`src/rtl/chs_pkg.sv`:
```
// Shared types and constants for the CoolHeatSystem control path.
// Holds the FSM state type, chs_conf field positions and the divide-by-3 helper.
package chs_pkg;

    typedef enum logic [1:0] {
        IDLE    = 2'd0,
        COOLING = 2'd1,
        HEATING = 2'd2
    } state_t;

    localparam int AVG_DEPTH = 4;

    localparam int CONF_EN_BIT   = 7;
    localparam int CONF_MODE_BIT = 6;
    localparam int CONF_PWR_MSB  = 5;
    localparam int CONF_PWR_LSB  = 2;
    localparam int CONF_TAG_MSB  = 1;
    localparam int CONF_TAG_LSB  = 0;

    localparam logic [1:0] CONF_TAG = 2'b11;

    // floor(v/3) via the reciprocal 683/2048; this is exact for every reachable sum (<= 765).
    function automatic logic [7:0] div3(input logic [9:0] v);
        logic [20:0] p;
        p = {11'd0, v} * 21'd683;
        return 8'(p >> 11);
    endfunction

endpackage

```
`src/rtl/moving_avg4.sv`:
```
// Four-sample moving average: history shift register, running sum and fill count.
// avg is combinational from the registered sum, so it is valid the cycle after in_valid.
module moving_avg4
    import chs_pkg::*;
(
    input  logic       clk,
    input  logic       arst,
    input  logic       in_valid,
    input  logic [7:0] in_data,
    output logic [7:0] avg
);

    localparam logic [2:0] FILL_MAX = 3'(AVG_DEPTH);

    logic [3:0][7:0] r_hist;
    logic [9:0]      r_sum;
    logic [2:0]      r_fill;

    // History, running sum and saturating fill count; empty slots read as 0 so the sum stays exact.
    always_ff @(posedge clk or negedge arst) begin
        if (!arst) begin
            r_hist <= '0;
            r_sum  <= 10'd0;
            r_fill <= 3'd0;
        end else if (in_valid) begin
            r_hist <= {r_hist[2:0], in_data};
            r_sum  <= r_sum + {2'b00, in_data} - {2'b00, r_hist[3]};
            if (r_fill != FILL_MAX) begin
                r_fill <= r_fill + 3'd1;
            end
        end
    end

    // Divide by the number of samples actually held.
    always_comb begin
        avg = 8'd0;
        case (r_fill)
            3'd1:    avg = r_sum[7:0];
            3'd2:    avg = r_sum[8:1];
            3'd3:    avg = div3(r_sum);
            3'd4:    avg = r_sum[9:2];
            default: avg = 8'd0;
        endcase
    end

endmodule

```
`src/rtl/thermal_regulator.sv`:
```
// Temperature regulator: sample handshake, 3-stage pipeline, hysteresis FSM with
// minimum dwell, and registered chs_conf/speed drive for CoolHeatSystem.
module thermal_regulator
    import chs_pkg::*;
#(
    parameter int DWELL_CYCLES = 1024,
    parameter int SPEED_GAIN   = 16
) (
    input  logic       clk,
    input  logic       arst,
    input  logic       temp_valid,
    input  logic [7:0] temp_data,
    output logic       temp_ready,
    input  logic [7:0] setpoint,
    input  logic [3:0] hyst,
    output logic [7:0] chs_conf,
    output logic [7:0] speed,
    output logic       conf_update
);

    localparam logic [10:0] DWELL_LOAD = 11'(DWELL_CYCLES - 1);
    localparam logic [12:0] GAIN       = 13'(SPEED_GAIN);

    logic        r_ready;
    logic        r_s1;
    logic        r_s2;
    logic [7:0]  r_sp;
    logic [3:0]  r_hyst;
    logic [7:0]  r_avg;
    state_t      r_state;
    logic [10:0] r_dwell;
    logic [7:0]  r_conf;
    logic [7:0]  r_speed;
    logic        r_upd;

    logic              w_accept;
    logic [7:0]        w_avg;
    logic signed [9:0] w_err;
    logic signed [9:0] w_hyst_s;
    logic [9:0]        w_abs;
    logic [3:0]        w_pwr;
    logic [12:0]       w_prod;
    logic [7:0]        w_speed;
    logic [7:0]        w_conf;
    state_t            w_next;

    assign w_accept    = temp_valid && r_ready;
    assign temp_ready  = r_ready;
    assign chs_conf    = r_conf;
    assign speed       = r_speed;
    assign conf_update = r_upd;

    moving_avg4 u_avg (
        .clk      (clk),
        .arst     (arst),
        .in_valid (w_accept),
        .in_data  (temp_data),
        .avg      (w_avg)
    );

    // 10-bit signed so setpoint+hyst up to 270 never wraps.
    assign w_err    = $signed({2'b00, r_avg}) - $signed({2'b00, r_sp});
    assign w_hyst_s = $signed({6'd0, r_hyst});

    // Next state from the hysteresis band and dwell expiry.
    always_comb begin
        w_next = r_state;
        case (r_state)
            IDLE: begin
                if (w_err > w_hyst_s) begin
                    w_next = COOLING;
                end else if (w_err < -w_hyst_s) begin
                    w_next = HEATING;
                end else begin
                    w_next = IDLE;
                end
            end
            COOLING: begin
                if ((w_err <= 10'sd0) && (r_dwell == 11'd0)) begin
                    w_next = IDLE;
                end else begin
                    w_next = COOLING;
                end
            end
            HEATING: begin
                if ((w_err >= 10'sd0) && (r_dwell == 11'd0)) begin
                    w_next = IDLE;
                end else begin
                    w_next = HEATING;
                end
            end
            default: w_next = IDLE;
        endcase
    end

    // Output mapping for the state being entered, saturating power and speed.
    always_comb begin
        w_abs   = w_err[9] ? 10'(-w_err) : 10'(w_err);
        w_pwr   = (w_abs > 10'd15) ? 4'd15 : w_abs[3:0];
        w_prod  = {3'd0, w_abs} * GAIN;
        w_speed = 8'd0;
        w_conf  = 8'd0;
        w_conf[CONF_TAG_MSB:CONF_TAG_LSB] = CONF_TAG;
        if (w_next != IDLE) begin
            w_conf[CONF_EN_BIT]                 = 1'b1;
            w_conf[CONF_MODE_BIT]               = (w_next == COOLING);
            w_conf[CONF_PWR_MSB:CONF_PWR_LSB]   = w_pwr;
            w_speed = (w_prod > 13'd255) ? 8'hFF : w_prod[7:0];
        end else begin
            w_speed = 8'd0;
        end
    end

    // Handshake, pipeline stages, FSM, dwell timer and registered outputs.
    always_ff @(posedge clk or negedge arst) begin
        if (!arst) begin
            r_ready <= 1'b1;
            r_s1    <= 1'b0;
            r_s2    <= 1'b0;
            r_sp    <= 8'd0;
            r_hyst  <= 4'd0;
            r_avg   <= 8'd0;
            r_state <= IDLE;
            r_dwell <= 11'd0;
            r_conf  <= 8'd0;
            r_speed <= 8'd0;
            r_upd   <= 1'b0;
        end else begin
            r_s1  <= w_accept;
            r_s2  <= r_s1;
            r_upd <= 1'b0;
            if (w_accept) begin
                r_ready <= 1'b0;
                r_sp    <= setpoint;
                r_hyst  <= hyst;
            end else if (r_s2) begin
                r_ready <= 1'b1;
            end
            if (r_s1) begin
                r_avg <= w_avg;
            end
            if (r_s2) begin
                r_state <= w_next;
                r_conf  <= w_conf;
                r_speed <= w_speed;
                r_upd   <= (w_conf != r_conf) || (w_speed != r_speed);
            end
            if (r_s2 && (r_state == IDLE) && (w_next != IDLE)) begin
                r_dwell <= DWELL_LOAD;
            end else if (r_dwell != 11'd0) begin
                r_dwell <= r_dwell - 11'd1;
            end
        end
    end

endmodule

```
`config.mk`:
```
export PLATFORM = sky130hd
export DESIGN_NAME = thermal_regulator
export DESIGN_NICKNAME = d
export VERILOG_FILES = /design/src/rtl/chs_pkg.sv /design/src/rtl/moving_avg4.sv /design/src/rtl/thermal_regulator.sv
export SDC_FILE = /design/constraint.sdc
export NUM_CORES = 1
export LEC_CHECK = 0
export CORE_UTILIZATION = 50
export DETAILED_ROUTE_END_ITERATION = 8
export GPL_TIMING_DRIVEN = 0
export PLACE_DENSITY_LB_ADDON = 0.05
export SETUP_SLACK_MARGIN = 0.05
export SLEW_MARGIN = 25
export SYNTH_ARGS = -nofsm -noshare
export SYNTH_HDL_FRONTEND = slang
export SYNTH_SLANG_ARGS = --single-unit
```
`constraint.sdc`:
```
create_clock -name clk -period 10.5 [get_ports clk]
set_input_delay 1.05 -clock clk [delete_from_list [all_inputs] [get_ports clk]]
set_output_delay 1.05 -clock clk [all_outputs]
set_load 0.05 [all_outputs]
```
==> PnR_summary.wiki, run 1 <==
{| class="wikitable"
! Metric !! Value
|-
| Run status || complete, no violations
|-
| Die span in x || 122 um
|-
| Slew of the pin with the lowest slew margin || 0.821 ns
|-
| Relative area change from synthesis to final layout || 13.5%
|-
| Cell with the largest stage delay on the worst path || sky130_fd_sc_hd__dfrtp_1
|-
| Clk buf depth || 2
|-
| Dpl hpwl || 12.2 mm
|-
| Die Span Y || 122 um
|-
| Wirelength, routed || 15.7 mm
|-
| Crit share post-route || 54.5%
|-
| Number of synthesis warnings || 0
|-
| Post-detailed-route DRC marker count || 0
|-
| Top cell family by delay on the critical path || adder cells
|-
| # nets final || 953
|-
| Fraction of layout instances using a drive strength above 1 || 8.66%
|-
| First-pass GRT wire length || 26.5 mm
|-
| Primary FF master, synth || sky130_fd_sc_hd__dfrtp_1
|-
| Sum of negative setup slack || 0 ns
|-
| Buf+Inv Stages, Crit Path || 2
|-
| Number of primary I/O pins || 41
|-
| Number of enable-type register cells in the synthesized netlist || 0
|-
| Count of final hold-check violations || 0
|-
| Final ANT Viol Nets || 0
|-
| Count of hold-fix buffers inserted at cts || 0
|-
| Total core area || 14000 um2
|-
| Number of levels in the clock H-tree || 3
|-
| Most used standard cell by instance count after synthesis || sky130_fd_sc_hd__inv_1
|-
| First drt pass iteration count || 7
|-
| Unrepaired setup endpoints after global routing || false
|-
| Endpoint of the worst register-to-register path || r_avg[7]$_DFFE_PN0P_
|-
| Async set or reset register ratio after synthesis || 100%
|-
| Cell taking the most area after synthesis || sky130_fd_sc_hd__dfrtp_1
|-
| Crit path kind || flop to flop
|-
| Clock root buffer master || sky130_fd_sc_hd__clkbuf_16
|-
| Leading post-synthesis cells by cell area || sky130_fd_sc_hd__dfrtp_1 32%, sky130_fd_sc_hd__ha_1 17%, sky130_fd_sc_hd__fa_1 8.3%
|-
| Count of cells along the worst hold path || 0
|-
| Launch point of the worst hold path || r_s1$_DFF_PN0_
|-
| Crit end category || flop
|-
| Post-synth top area share || 32.3%
|-
| Cells along the critical path || ha_1 -> ha_1 -> fa_1 -> inv_1 -> fa_1 -> inv_1 -> fa_1 -> ha_1 -> a21o_1 -> a21o_1 -> a221oi_1 -> o21ai_1 -> a211oi_1 -> nor2_1 -> or4_1 -> and3_1 -> a21oi_1 -> xnor2_1 -> o221ai_1
|-
| Worst hold slack || 0.379 ns
|-
| Startpoint of the worst register-to-register path || u_avg.r_sum[7]$_DFFE_PN0P_
|-
| Cell count after synthesis || 751
|-
| Detailed router's first-iteration violation count || 234
|-
| Yosys cell types || 63
|-
| Delay of the slowest cell on the worst path || 0.58 ns
|-
| Number of global-route vias before repair || 5590
|-
| Area of the die || 14900 um2
|-
| Worst r2r path cells || 19
|-
| Number of post-CTS setup repair buffers || 0
|-
| Number of CTS-inserted buffers || 9
|-
| Endpoint required time on the critical path || 10.69 ns
|-
| Ant diodes || 0
|-
| Final Critical Period || 5.72 ns
|-
| Buffers added on ports || 40
|-
| Clk Latency, worst-skew pair || 0.35 ns
|-
| Worst-path clk slew || 0.07 ns
|-
| Maximum clock frequency || 0.175 GHz
|-
| Number of standard-cell rows in the floorplan || 43
|-
| Synthesized flop and latch total || 94
|-
| Overall via count from detail_route || 5375
|-
| Max transition margin || 43.7%
|-
| Clock tree from TritonCTS || built
|-
| Max-slew violation total from the final report || 0
|-
| Crit path arrival time || 5.91 ns
|-
| Launching element type of the critical path || flop
|-
| Via density per instance || 5.44
|-
| Post-synthesis instance area || 7210 um2
|-
| Clock skew || 0.00968 ns
|-
| Flop-to-flop setup slack || 4.78 ns
|-
| Total nets after synthesis || 901
|-
| Tot GR Track Use || 23.1%
|-
| Average wire per cell in the routed design || 15.9 um
|-
| Hold Path Sink || r_s2$_DFF_PN0_
|-
| Finish-stage setup viols || 0
|-
| Maximum number of pins on one net before global-route repair || 78
|-
| Syn avg cell area || 9.60 um2
|-
| Ranking of synthesized cells by instance count || 126 x sky130_fd_sc_hd__inv_1, 97 x sky130_fd_sc_hd__ha_1, 93 x sky130_fd_sc_hd__dfrtp_1, 63 x sky130_fd_sc_hd__nand2_1, 52 x sky130_fd_sc_hd__o21ai_0
|-
| Class of the tightest hold or removal check || flop to flop
|-
| Highest fanout seen on the critical path || 8
|-
| Aggregate global routing overflow || 0
|-
| Max-cap violation count || 0
|-
| Placer's final routability congestion estimate || 0.881
|-
| Number of antenna violations at the first check in global routing || 0
|-
| Total clock sinks || 94
|-
| Initial cell density of the core || 51.6%
|-
| Proportion of synthesized chip area in sequential cells || 32.6%
|-
| Number of cells upsized or downsized after cts || 0
|}
[area by class of cell]
cell class	count	area [um2]
Inverter	126	473
Tap cell	180	225
Clock inverter	7	88.8
Fill cell	1244	5800
Timing Repair Buffer	41	429
Sequential cell	94	2350
Buffer	20	101
Clock buffer	9	225
Multi-Input combinational cell	511	4290
[cells in the final DEF (no fill, tap or decap), types with 4 or more instances in the layout]
master	netlist	final
sky130_fd_sc_hd__xor2_1	13	13
sky130_fd_sc_hd__ha_1	97	97
sky130_fd_sc_hd__nor2b_1	9	9
sky130_fd_sc_hd__nor2_1	31	31
sky130_fd_sc_hd__o21ai_0	52	52
sky130_fd_sc_hd__and3_1	4	4
sky130_fd_sc_hd__mux2_2	29	29
sky130_fd_sc_hd__o211ai_1	4	4
sky130_fd_sc_hd__fa_1	30	30
sky130_fd_sc_hd__a21oi_1	24	24
sky130_fd_sc_hd__o221ai_1	4	4
sky130_fd_sc_hd__nand2_1	63	63
sky130_fd_sc_hd__a211oi_1	4	4
sky130_fd_sc_hd__a221oi_1	5	5
sky130_fd_sc_hd__dfrtp_1	93	93
sky130_fd_sc_hd__clkbuf_16	0	9
sky130_fd_sc_hd__a21o_1	6	6
sky130_fd_sc_hd__xnor2_1	22	22
sky130_fd_sc_hd__o21bai_1	4	4
sky130_fd_sc_hd__o21a_1	6	6
sky130_fd_sc_hd__nor4_1	4	4
sky130_fd_sc_hd__nand3b_1	4	4
sky130_fd_sc_hd__o21ai_1	4	4
sky130_fd_sc_hd__nand3_1	7	7
sky130_fd_sc_hd__o22ai_1	8	8
sky130_fd_sc_hd__buf_4	5	5
sky130_fd_sc_hd__nor3_1	12	12
sky130_fd_sc_hd__inv_1	126	126
sky130_fd_sc_hd__clkdlybuf4s50_1	0	39
sky130_fd_sc_hd__clkbuf_1	13	13
sky130_fd_sc_hd__nand2b_1	11	11
[cell families after synthesis]
group	synth area share, %
fa+ha+maj	25.2
flops	32.6
compound gates	13.8
xor+xnor	4.25
simple gates	11.5
buf+inv	7.96
mux	4.67
[worst max path at each step]
stage	endpoint	start	cells past startpoint	slack [ns]
2_1_floorplan	r_avg[7]$_DFFE_PN0P_	u_avg.r_sum[7]$_DFFE_PN0P_	19	5.39
3_3_place_gp	r_avg[7]$_DFFE_PN0P_	u_avg.r_sum[7]$_DFFE_PN0P_	19	4.89
3_5_place_dp	r_avg[7]$_DFFE_PN0P_	u_avg.r_sum[7]$_DFFE_PN0P_	19	4.87
4_1_cts	r_avg[7]$_DFFE_PN0P_	u_avg.r_sum[7]$_DFFE_PN0P_	19	4.81
5_1_grt	r_avg[7]$_DFFE_PN0P_	u_avg.r_sum[7]$_DFFE_PN0P_	19	4.50
6_report	r_avg[7]$_DFFE_PN0P_	u_avg.r_sum[7]$_DFFE_PN0P_	19	4.78
[state kept, by name, summed over array words and instances (netlist names), 3 cells and up]
signal / cells
r_sp: 8
u_avg.r_sum: 10
u_avg.r_hist: 32
r_hyst: 4
r_dwell: 11
speed: 5
r_avg: 8
chs_conf: 7
u_avg.r_fill: 3
[routing by layer]
layer / up-vias / global-route usage (%) / routed length [um]
li1: 2645 / - / -
met1: 2610 / 28.2 / 6990
met2: 91 / 40.7 / 7880
met3: 29 / 3.70 / 477
met4: 0 / 8.84 / 350
met5: - / 0 / 0
[per-stage QoR]
step | worst slack [ns] | instances | cell area [um2] | util, %
after floorplan | 5.39 | 751 | 7210 | -
after global placement | 4.89 | 971 | 7840 | 56.0
after detailed placement | 4.87 | 972 | 7870 | 56.3
after CTS | 4.81 | 988 | 8190 | 58.5
after global routing | 4.50 | 988 | 8190 | 58.5
final | 4.78 | 988 | 8190 | 58.5
Power of run 1 is left out: the tool's default activity adds up to more than one toggle a clock period on the data nets, which glitch-free logic cannot reach.
==> inputs of run 2 (changes only) <==
clock period = 5.7 ns   (was 10.5 ns; I/O delays follow)
==> PnR_summary.wiki, run 2 (synthesized netlist as in run 1, its figures left out) <==
{| class="wikitable"
! Metric !! Value
|-
| First drt pass iteration count || 6 (-1)
|-
| Fraction of layout instances using a drive strength above 1 || 9.85% (+1.2 points)
|-
| Initial cell density of the core || 51.6% (unchanged)
|-
| Final ANT Viol Nets || 0 (unchanged)
|-
| Die span in x || 122 um (unchanged)
|-
| Number of flip-flops under the largest register name || 32 (unchanged)
|-
| Buf+Inv Stages, Crit Path || 2 (unchanged)
|-
| Count of final hold-check violations || 0 (unchanged)
|-
| Fill cells || 1240 (-0.32%)
|-
| Max-cap violation count || 0 (unchanged)
|-
| Registers with the most flip-flops || u_avg.r_hist: 32 flops, r_dwell: 11 flops, u_avg.r_sum: 10 flops
|-
| Launching element type of the critical path || flop
|-
| Slew of the pin with the lowest slew margin || 0.814 ns (-0.00621 ns)
|-
| Non-Filler Instances || 992 (+0.40%)
|-
| Sum of negative setup slack || 0 ns (unchanged)
|-
| Clock skew || 0.00771 ns (-0.00196 ns)
|-
| Crit path arrival time || 5.67 ns (-0.24 ns)
|-
| Total clock sinks || 94 (unchanged)
|-
| Clock tree from TritonCTS || built
|-
| Ant diodes || 0 (unchanged)
|-
| Delay of the slowest cell on the worst path || 0.54 ns (-0.04 ns)
|-
| Crit end category || flop
|-
| Number of cells on the critical path || 19 (unchanged)
|-
| Run status || complete, no violations
|-
| Number of cells in the design after placement || 972 (unchanged)
|-
| Clk buf depth || 2 (unchanged)
|-
| Total core area || 14000 um2 (unchanged)
|-
| Maximum number of pins on one net before global-route repair || 78 (unchanged)
|-
| Top cell family by delay on the critical path || adder cells
|-
| Clock root buffer master || sky130_fd_sc_hd__clkbuf_16
|-
| Unrepaired setup endpoints after global routing || false
|-
| Cells along the critical path || ha_1 -> ha_1 -> fa_1 -> inv_1 -> fa_1 -> inv_1 -> fa_1 -> ha_1 -> a21o_1 -> a21o_1 -> a221oi_2 -> o21ai_2 -> a211oi_1 -> nor2_1 -> or4_1 -> and3_1 -> a21oi_2 -> xnor2_1 -> o221ai_1
|-
| Endpoint required time on the critical path || 5.89 ns (-4.80 ns)
|-
| Max transition margin || 44.2% (+0.43 points)
|-
| Average wire per cell in the routed design || 15.9 um (+0.18%)
|-
| Wirelength, routed || 15.8 mm (+0.59%)
|-
| Relative area change from synthesis to final layout || 14.2%
|-
| Flip-flop and latch area || 2360 um2 (+0.16%)
|-
| Detailed router's first-iteration violation count || 235 (+0.43%)
|-
| Finish-stage setup viols || 0 (unchanged)
|-
| Tot GR Track Use || 23.1% (unchanged)
|-
| Most common cell after layout, fill and taps aside || sky130_fd_sc_hd__inv_1
|-
| Number of CTS-inserted buffers || 9 (unchanged)
|-
| Most used cells in the layout excluding fill and tap cells || 126 x sky130_fd_sc_hd__inv_1, 97 x sky130_fd_sc_hd__ha_1, 90 x sky130_fd_sc_hd__dfrtp_1
|-
| Highest fanout seen on the critical path || 6 (-2)
|-
| Worst-path clk slew || 0.07 ns (about the same)
|-
| Max-slew violation total from the final report || 0 (unchanged)
|-
| Via density per instance || 5.44 (about the same)
|-
| Area of the die || 14900 um2 (unchanged)
|-
| Post-detailed-route DRC marker count || 0 (unchanged)
|-
| Worst r2r path cells || 19 (unchanged)
|-
| Clk Latency, worst-skew pair || 0.35 ns (about the same)
|-
| Placer's final routability congestion estimate || 0.881 (unchanged)
|-
| Maximum clock frequency || 0.183 GHz (+4.5%)
|-
| Register with the most flip-flops || u_avg.r_hist
|-
| Class of the tightest hold or removal check || primary input to async pin
|-
| Crit path from || u_avg.r_sum[5]$_DFFE_PN0P_
|-
| Number of global-route vias before repair || 5590 (unchanged)
|-
| Number of antenna violations at the first check in global routing || 0 (unchanged)
|-
| Number of primary I/O pins || 41 (unchanged)
|-
| Overall via count from detail_route || 5392 (+0.32%)
|-
| Crit path kind || flop to flop
|-
| Number of levels in the clock H-tree || 3 (unchanged)
|-
| Final Critical Period || 5.48 ns (-0.245 ns)
|-
| Buffers added on ports || 40 (unchanged)
|-
| Aggregate global routing overflow || 0 (unchanged)
|-
| Crit share post-route || 96.1% (+42 points)
|-
| Area used by multi-input combinational logic || 4310 um2 (+0.32%)
|-
| Number of standard-cell rows in the floorplan || 43 (unchanged)
|-
| First-pass GRT wire length || 26.5 mm (unchanged)
|-
| Dpl hpwl || 12.2 mm (unchanged)
|-
| Die Span Y || 122 um (unchanged)
|-
| Cell with the largest stage delay on the worst path || sky130_fd_sc_hd__fa_1
|-
| # nets final || 957 (+0.42%)
|-
| Startpoint of the worst register-to-register path || u_avg.r_sum[5]$_DFFE_PN0P_
|}
## run 2: metal layers
layer / wire [um] / vias to the layer above / part of all wire (%) / track usage [%]
met4: 367 / 0 / 2.3 / 8.84
li1: - / 2647 / - / -
met3: 436 / 34 / 2.8 / 3.70
met1: 7070 / 2623 / 45 / 28.2
met5: 0 / - / 0 / 0
met2: 7910 / 88 / 50 / 40.7
## run 2: cell type report
cell class / count / area share, %
multi-input combinational: 511 / 52.3
sequential: 94 / 28.6
inverter: 126 / 5.74
timing repair buffer: 45 / 5.58
clock buffer: 9 / 2.73
tap: 180 / 2.73
buffer: 20 / 1.23
clock inverter: 7 / 1.08
## run 2: final timing paths
path | end | slack (ns)
max | r_avg[7]$_DFFE_PN0P_ | 0.22
min | speed[5]$_DFFE_PN0P_ | 0.04
max reg2reg | r_avg[7]$_DFFE_PN0P_ | 0.22
min reg2reg | r_s2$_DFF_PN0_ | 0.38
max in group asynchronous | u_avg.r_sum[8]$_DFFE_PN0P_ | 5.01
min in group clk | r_s2$_DFF_PN0_ | 0.38
## run 2: timing repair
action | in CTS | in global routing
setup endpoints to repair | 1 | 2
setup buffers | 0 | 4
pin swaps | 0 | 1
hold buffers | 0 | 0
resized for setup | 2 | 4
## run 2: stage by stage
step                hold WS, ns  instance area, um2  setup WS, ns  utilization, %
detailed placement        0.364                7870        0.0678            56.3
floorplan                 0.274                7210         0.588               -
finish                   0.0414                8240         0.224            58.9
CTS                      0.0341                8190        0.0773            58.6
global route             0.0362                8240        0.0173            58.9
global placement          0.369                7840        0.0940            56.0
Power of run 2 is left out for the same reason.
